## src/rtl/usb_token_rx.sv

```systemverilog
// usb_token_rx: serial USB token packet decoder.
// Assembles the PID byte and the 16-bit token body from the unstuffed
// receive bit stream, checks the PID complement and the CRC5, and presents
// registered token fields qualified by a one-cycle tok_valid pulse.
// Optional feature macro: USB_ADDR_FILTER_EN (drop OUT/IN/SETUP tokens
// whose address differs from dev_addr; SOF always passes).
//
// state     | meaning
// ----------+---------------------------------------------------------
// IDLE      | waiting for rx_sop
// PID       | shifting in the 8 PID bits, LSB first
// BODY      | shifting in 11 field bits + 5 CRC bits, CRC5 running
// WAIT_EOP  | all 16 body bits seen, rx_eop resolves the token
// DROP      | packet rejected or not a token, ignore bits until rx_eop

module usb_token_rx (
    input  logic        clk,
    input  logic        n_rst,
    input  logic        rx_sop,
    input  logic        rx_bit,
    input  logic        rx_bit_valid,
    input  logic        rx_eop,
    input  logic [6:0]  dev_addr,
    output logic        tok_valid,
    output logic [3:0]  tok_pid,
    output logic [6:0]  tok_addr,
    output logic [3:0]  tok_endp,
    output logic [10:0] tok_frame,
    output logic        tok_err,
    output logic [1:0]  err_code,
    output logic        busy
);

    localparam logic [2:0] S_IDLE     = 3'd0;
    localparam logic [2:0] S_PID      = 3'd1;
    localparam logic [2:0] S_BODY     = 3'd2;
    localparam logic [2:0] S_WAIT_EOP = 3'd3;
    localparam logic [2:0] S_DROP     = 3'd4;

    localparam logic [4:0] CRC_INIT     = 5'b11111;
    localparam logic [4:0] CRC_POLY     = 5'b00101;
    localparam logic [4:0] CRC_RESIDUAL = 5'b01100;

    localparam logic [1:0] ERR_PID = 2'd0;
    localparam logic [1:0] ERR_CRC = 2'd1;
    localparam logic [1:0] ERR_LEN = 2'd2;

    logic [2:0]  state_q, state_d;
    logic [3:0]  cnt_q, cnt_d;
    logic [7:0]  pid_q, pid_d;
    logic [10:0] field_q, field_d;
    logic [4:0]  crc_q, crc_d;

    logic        tok_valid_q, tok_valid_d;
    logic        tok_err_q, tok_err_d;
    logic [1:0]  err_code_q, err_code_d;
    logic [3:0]  tok_pid_q, tok_pid_d;
    logic [6:0]  tok_addr_q, tok_addr_d;
    logic [3:0]  tok_endp_q, tok_endp_d;
    logic [10:0] tok_frame_q, tok_frame_d;
    logic        busy_q, busy_d;

    logic [7:0]  pid_next;
    logic [4:0]  crc_next;
    logic        addr_match;

    assign pid_next = {rx_bit, pid_q[7:1]};
    assign crc_next = {crc_q[3:0], 1'b0} ^ ((crc_q[4] ^ rx_bit) ? CRC_POLY : 5'b00000);

`ifdef USB_ADDR_FILTER_EN
    // SOF carries a frame number, not an address, so it is never filtered
    assign addr_match = (pid_q[3:0] == 4'h5) || (field_q[6:0] == dev_addr);
`else
    logic unused_dev_addr;
    assign unused_dev_addr = ^dev_addr;
    assign addr_match      = 1'b1;
`endif

    // Next-state, field assembly and output pulse generation
    always_comb begin
        state_d     = state_q;
        cnt_d       = cnt_q;
        pid_d       = pid_q;
        field_d     = field_q;
        crc_d       = crc_q;
        tok_valid_d = 1'b0;
        tok_err_d   = 1'b0;
        err_code_d  = err_code_q;
        tok_pid_d   = tok_pid_q;
        tok_addr_d  = tok_addr_q;
        tok_endp_d  = tok_endp_q;
        tok_frame_d = tok_frame_q;

        if (rx_sop) begin
            // a new sync always wins, whatever was in flight is abandoned
            state_d = S_PID;
            cnt_d   = 4'd0;
        end else begin
            case (state_q)
                S_IDLE: begin
                end
                S_PID: begin
                    if (rx_eop) begin
                        tok_err_d  = 1'b1;
                        err_code_d = ERR_LEN;
                        state_d    = S_IDLE;
                    end else if (rx_bit_valid) begin
                        pid_d = pid_next;
                        cnt_d = cnt_q + 4'd1;
                        if (cnt_q == 4'd7) begin
                            if (pid_next[7:4] != ~pid_next[3:0]) begin
                                tok_err_d  = 1'b1;
                                err_code_d = ERR_PID;
                                state_d    = S_DROP;
                            end else if (pid_next[1:0] != 2'b01) begin
                                state_d = S_DROP;
                            end else begin
                                state_d = S_BODY;
                                crc_d   = CRC_INIT;
                                cnt_d   = 4'd0;
                            end
                        end
                    end
                end
                S_BODY: begin
                    if (rx_eop) begin
                        tok_err_d  = 1'b1;
                        err_code_d = ERR_LEN;
                        state_d    = S_IDLE;
                    end else if (rx_bit_valid) begin
                        crc_d = crc_next;
                        cnt_d = cnt_q + 4'd1;
                        if (cnt_q < 4'd11) begin
                            field_d = {rx_bit, field_q[10:1]};
                        end
                        if (cnt_q == 4'd15) begin
                            state_d = S_WAIT_EOP;
                        end
                    end
                end
                S_WAIT_EOP: begin
                    if (rx_eop) begin
                        state_d = S_IDLE;
                        if (crc_q != CRC_RESIDUAL) begin
                            tok_err_d  = 1'b1;
                            err_code_d = ERR_CRC;
                        end else if (addr_match) begin
                            tok_valid_d = 1'b1;
                            tok_pid_d   = pid_q[3:0];
                            tok_addr_d  = field_q[6:0];
                            tok_endp_d  = field_q[10:7];
                            tok_frame_d = field_q;
                        end
                    end else if (rx_bit_valid) begin
                        tok_err_d  = 1'b1;
                        err_code_d = ERR_LEN;
                        state_d    = S_DROP;
                    end
                end
                S_DROP: begin
                    if (rx_eop) begin
                        state_d = S_IDLE;
                    end
                end
                default: begin
                    state_d = S_IDLE;
                end
            endcase
        end

        busy_d = (state_d != S_IDLE);
    end

    // State and registered outputs
    always_ff @(posedge clk or negedge n_rst) begin
        if (!n_rst) begin
            state_q     <= S_IDLE;
            cnt_q       <= 4'd0;
            pid_q       <= 8'd0;
            field_q     <= 11'd0;
            crc_q       <= CRC_INIT;
            tok_valid_q <= 1'b0;
            tok_err_q   <= 1'b0;
            err_code_q  <= 2'd0;
            tok_pid_q   <= 4'd0;
            tok_addr_q  <= 7'd0;
            tok_endp_q  <= 4'd0;
            tok_frame_q <= 11'd0;
            busy_q      <= 1'b0;
        end else begin
            state_q     <= state_d;
            cnt_q       <= cnt_d;
            pid_q       <= pid_d;
            field_q     <= field_d;
            crc_q       <= crc_d;
            tok_valid_q <= tok_valid_d;
            tok_err_q   <= tok_err_d;
            err_code_q  <= err_code_d;
            tok_pid_q   <= tok_pid_d;
            tok_addr_q  <= tok_addr_d;
            tok_endp_q  <= tok_endp_d;
            tok_frame_q <= tok_frame_d;
            busy_q      <= busy_d;
        end
    end

    assign tok_valid = tok_valid_q;
    assign tok_err   = tok_err_q;
    assign err_code  = err_code_q;
    assign tok_pid   = tok_pid_q;
    assign tok_addr  = tok_addr_q;
    assign tok_endp  = tok_endp_q;
    assign tok_frame = tok_frame_q;
    assign busy      = busy_q;

endmodule

```

## config.mk

```make
export PLATFORM = sky130hd
export DESIGN_NAME = usb_token_rx
export DESIGN_NICKNAME = d
export VERILOG_FILES = /design/src/rtl/usb_token_rx.sv
export SDC_FILE = /design/constraint.sdc
export NUM_CORES = 1
export LEC_CHECK = 0
export ABC_AREA = 1
export BUFFER_PORTS_ARGS = -buffer_cell sky130_fd_sc_hd__buf_2
export CORE_MARGIN = 2
export CORE_UTILIZATION = 25
export CTS_BUF_LIST = sky130_fd_sc_hd__clkbuf_8 sky130_fd_sc_hd__clkbuf_16
export CTS_CLUSTER_SIZE = 24
export DETAILED_ROUTE_END_ITERATION = 16
export HOLD_SLACK_MARGIN = 0.05
export PLACE_DENSITY = 0.49
export SETUP_SLACK_MARGIN = 0.5
export SLEW_MARGIN = 20
export SYNTH_ARGS = -nofsm -noshare
export SYNTH_HDL_FRONTEND = slang
export SYNTH_SLANG_ARGS = --single-unit
```

## constraint.sdc

```tcl
create_clock -name clk -period 3.15 [get_ports clk]
set_input_delay 0.63 -clock clk [delete_from_list [all_inputs] [get_ports clk]]
set_output_delay 0.63 -clock clk [all_outputs]
set_load 0.02 [all_outputs]
```

==> After elaboration in Yosys (flattened, before gate mapping) <==
Cells that the tools add are included.
{ "totals": {"register_bits": 62, "input_bits": 13, "output_inout_bits": 31, "word_cells": 112} }
{ "classes": {"n_addsub": 1, "order_cmp": 1, "eq_ne": 26, "muxes": 54, "bitwise_logic": 6, "n_reduce_logical": 11} }
{ "op_table": {"columns": ["operator", "n"], "rows": [
  ["3-bit two-way mux", 13],
  ["5-bit two-way mux", 7],
  ["4-bit two-way mux", 8],
  ["3-bit != test (second input constant)", 9],
  ["2-bit two-way mux", 8],
  ["2-bit != test (second input constant)", 8],
  ["3-bit one-hot mux with 5 select lines", 1],
  ["1-bit two-way mux", 13],
  ["5-bit one-hot mux with 2 select lines", 1],
  ["5-bit AND reduction", 2],
  ["9-bit AND reduction", 1],
  ["3-bit nonzero test", 3],
  ["4-bit one-hot mux with 2 select lines", 1],
  ["4-bit AND reduction", 2],
  ["8-bit AND reduction", 1],
  ["3-bit by 2-bit equality test with 1-bit output (second input constant)", 2],
  ["2-bit one-hot mux with 3 select lines", 1],
  ["5-bit by 4-bit != test with 1-bit output (second input constant)", 1],
  ["5-bit by 3-bit bitwise XOR with 5-bit output", 1],
  ["4-bit by 1-bit adder with 4-bit output (second input constant)", 1],
  ["4-bit by 3-bit equality test with 1-bit output (second input constant)", 1],
  ["4-bit equality test (second input constant)", 1],
  ["4-bit less-than comparator (second input constant)", 1],
  ["4-bit != test", 1],
  ["other kinds (9)", 11]
]} }

==> Logic depth before layout (Yosys ltp) <==
{ "logic_depth": {"ltp_word": 9, "ltp_mapped": 11} }

==> Worst setup path after synthesis <==
Ideal clock, no wire load.
{ "synth_timing": {"path_type": "input to register", "startpoint": "input rx_eop", "endpoint": "register tok_pid_q[1], in the netlist tok_pid[1]", "setup_ns": 0.127, "t_arrival_ns": 1.543, "required_time_ns": 3.023, "path_slack_ns": 1.480, "stages": 9, "path_buffers": 2, "cell_sequence": "buf_4 > nand4_1 > nor3_1 > nand2_1 > nor2_4 > inv_2 > buf_2 > nand2_1 > o21ai_0"} }
{ "synth_via": {"elab_chain_len": 1} }
{ "synth_rtl": {"columns": ["element", "line", "text"], "rows": [
  ["start: declaration", "22", "input logic rx_eop,"],
  ["4-bit AND reduction (no source line)", null, null],
  ["end signal: assignment", "199", "tok_pid_q <= tok_pid_d;"],
  ["end: declaration", "57", "logic [3:0] tok_pid_q, tok_pid_d;"]
]} }
Every way passes these cells.
A chain may end at the register's enable or synchronous reset.

==> Final worst setup path <==
{ "layout_timing": {"startpoint": "register cnt_q[0]", "endpoint": "register field_q[1]"} }
{ "layout_via": {"elab_chain_len": 2} }
{ "layout_rtl": {"columns": ["element", "line", "text"], "rows": [
  ["start: declaration", "49", "logic [3:0] cnt_q, cnt_d;"],
  ["start signal: assignment", "192", "cnt_q <= cnt_d;"],
  ["4-bit less-than comparator", "133", "if (cnt_q < 4'd11) begin"],
  ["5-bit AND reduction (no source line)", null, null],
  ["end signal: assignment", "194", "field_q <= field_d;"],
  ["end: declaration", "51", "logic [10:0] field_q, field_d;"]
]} }
Every way passes these cells.

==> results.py <==
metrics = {
    "layout": {
        "syn_to_final_growth_pct": 14.4,
        "final_core_util_pct": 29.5,
        "drive_gt1_share_pct": 20.9,
        "antenna_cells": 0,
        "filler_cell_count": 1020,
        "finalNetCount": 320,
        "stdcell_count": 435,
    },
    "yosys": {
        "synth.distinct_cells": 30,
        "syn_avg_cell_area_um2": 8.58,
        "yosys-top-cells-count": "nand2_1, dfrtp_1, o21ai_0",
        "synthSimpleGateAreaFrac_pct": 23.0,
        "synth_top_area_cell": "dfrtp_1",
        "synth_top_family_by_area": "simple AND/OR/NAND/NOR gates",
        "synth_top_cell_area_share_pct": 48.1,
        "synthesis.area_um2": 2390,
        "synth.most_common_cell": "nand2_1",
        "yosysWarnings": 0,
        "synth_compound_area_share_pct": 11.5,
        "synth_edf_count": 0,
        "synth_seq_cells": 51,
        "synth_area_leaders": "dfrtp_1, nand2_1, o21ai_0",
        "ys_async_sr_fraction_pct": 100,
        "yosys.area_share.adder_pct": 0.522,
        "syn_inst": 279,
        "ys.flop_type": "dfrtp_1",
        "post_synth_xor_area_fraction_pct": 1.10,
        "seq_area_frac_synth_pct": 53.6,
        "syn-num-nets": 293,
        "synthMuxAreaShare_pct": 0,
    },
    "detailed_routing": {
        "ant_nets": 0,
        "dr.pass1.iters": 4,
        "drcViolationCount": 0,
        "vias": 1755,
        "drt_iter0_drc": 66,
        "vias_per_cell": 4.03,
        "routed_wl_um": 4430,
        "wl_per_cell_um": 10.2,
    },
    "place": {
        "gp_congestion": 0.819,
        "hpwl_um": 3170,
        "dpl.cell_count": 428,
        "io_buffers": 36,
        "dp_slack_ns": 1.11,
    },
    "cts": {
        "cts_htree_levels": 2,
        "numCtsBuffers": 5,
        "cts_root_buf": "clkbuf_8",
        "post_cts_buffers": 0,
        "clk_latency_ns": 0.30,
        "cts_buffer_depth": 2,
        "clk_pin_slew_ns": 0.09,
        "cts_tree": "yes",
        "ctsHoldBuffers": 0,
        "cts_sinks": 51,
        "ctsResizeCount": 0,
    },
    "floorplan": {
        "die_h_um": 102,
        "die-area_um2": 10400,
        "die_w_um": 102,
        "core_area_um2": 9280,
        "num_io_pins": 44,
        "num_rows": 35,
        "start_util_pct": 25.8,
    },
    "run_status": {
        "run_status": "finished clean",
    },
    "sta": {
        "rsz0062_at_grt": "no",
        "tightest_slew_ns": 0.597,
        "skew_ns": 0.00932,
        "fmax_ghz": 0.551,
        "final-setup-viol-count": 0,
        "max_slew_margin_pct": 60.2,
        "post-route-period-util_pct": 57.6,
        "fin_crit_ns": 1.81,
        "hold_violations": 0,
        "tns_ns": 0,
        "fin_ws_ns": 1.34,
        "slew_violations": 0,
    },
    "global_routing": {
        "antenna_found_initial": 0,
        "grt_pass1_wl_um": 7870,
        "grt_start_max_net_pins": 48,
        "grt-ovfl-total": 0,
        "groute.usage.overall_pct": 9.39,
        "first_global_vias": 1712,
    },
    "worst_setup_path": {
        "slowest_stage": "nand4_2",
        "crit_required_ns": 3.36,
        "cp_num_buf_inv": 0,
        "worst_setup_path_end_kind": "flip-flop",
        "cp_cell_sequence": "ha_1 -> or2_2 -> nand2_1 -> nand4_2 -> o21ai_0",
        "cp_slowest_stage_delay_ns": 0.42,
        "critPathKind": "reg -> reg",
        "start_kind": "flip-flop",
        "cp.arrival_ns": 2.03,
        "crit_family": "simple AND/OR/NAND/NOR gates",
        "critPathMaxFanout": 22,
    },
    "worst_hold_path": {
        "min_path_type": "in -> async",
    },
    "power": {
        "power.density_nw_per_um2": 505,
        "power.total_mw": 1.38,
        "ir_worst_vdd_mv": 0.186,
        "p_leak_nw": 1.34,
    },
    "job": {
        "cap_violations": 0,
    },
}
[placed cells by master (no fill, tap or decap), types with 2 or more instances in the layout]
master    count
inv_2         3
inv_1        32
nor2_4        6
xnor2_1       2
nor3_1        4
nand3_1       7
dfstp_2       5
o21ai_1       7
buf_4         2
dfrtp_1      46
clkbuf_8      5
nand2_1      84
nor2_1       12
nand4_1       3
a21oi_1       3
o21ai_0      35
buf_2        35
[where the power goes]
part,switching (mW),leakage (nW),internal (mW)
combinational,0.111,0.613,0.0588
sequential,0.0391,0.676,0.722
clock,0.220,0.0502,0.233
total,0.370,1.34,1.01
[worst paths after layout]
path	slack, ns	to	start	depth (start not counted)
setup / recovery	1.34	field_q[1]$_DFFE_PN0P_	cnt_q[0]$_DFFE_PN0P_	5
hold / removal	0.32	tok_endp[1]$_DFFE_PN0P_	n_rst	1
setup reg to reg	1.34	field_q[1]$_DFFE_PN0P_	cnt_q[0]$_DFFE_PN0P_	5
hold reg to reg	0.47	crc_q[2]$_DFFE_PN1P_	crc_q[2]$_DFFE_PN1P_	2
max in group asynchronous	2.21	crc_q[1]$_DFFE_PN1P_	n_rst	2
min in group clk	0.47	crc_q[2]$_DFFE_PN1P_	crc_q[2]$_DFFE_PN1P_	2
[routing by layer]
layer / vias to the layer above / routed length, µm / track usage, %
met1: 793 / 2170 / 12.3
met2: 36 / 2020 / 15.8
met3: 5 / 216 / 2.39
met4: 0 / 29 / 1.85
li1: 921 / - / -
met5: - / 0 / 0
[sequential cells by signal, indices dropped and copies added, names as in the netlist]
register / flops
tok_addr: 6
field_q: 11
tok_frame: 2
tok_endp: 3
tok_err: 1
tok_valid: 1
busy: 1
pid_q: 8
cnt_q: 4
crc_q: 5
err_code: 2
state_q: 3
tok_pid: 4
[kinds of logic after synthesis]
family                   after synthesis
adder cells (fa/ha/maj)                1
AO/OA/AOI/OAI                         50
AND/OR/NAND/NOR                      122
flip-flops                            51
XOR/XNOR                               3
buffers and inverters                 52
[cell type report]
cell class | instances | area, µm² | area share (%)
inverter | 35 | 131 | 4.80
sequential | 51 | 1280 | 46.8
clock buffer | 5 | 68.8 | 2.51
timing repair buffer | 37 | 190 | 6.94
clock inverter | 2 | 37.5 | 1.37
tap | 129 | 161 | 5.89
multi-input combinational | 176 | 867 | 31.7
[per-stage QoR]
step           hold WS, ns  area [µm²]
2_1_floorplan        0.334        2390
3_3_place_gp         0.461        2630
3_5_place_dp         0.466        2630
4_1_cts              0.478        2740
5_1_grt              0.372        2740
6_report             0.324        2740
Note: power is estimated with default switching activity, not from simulation.
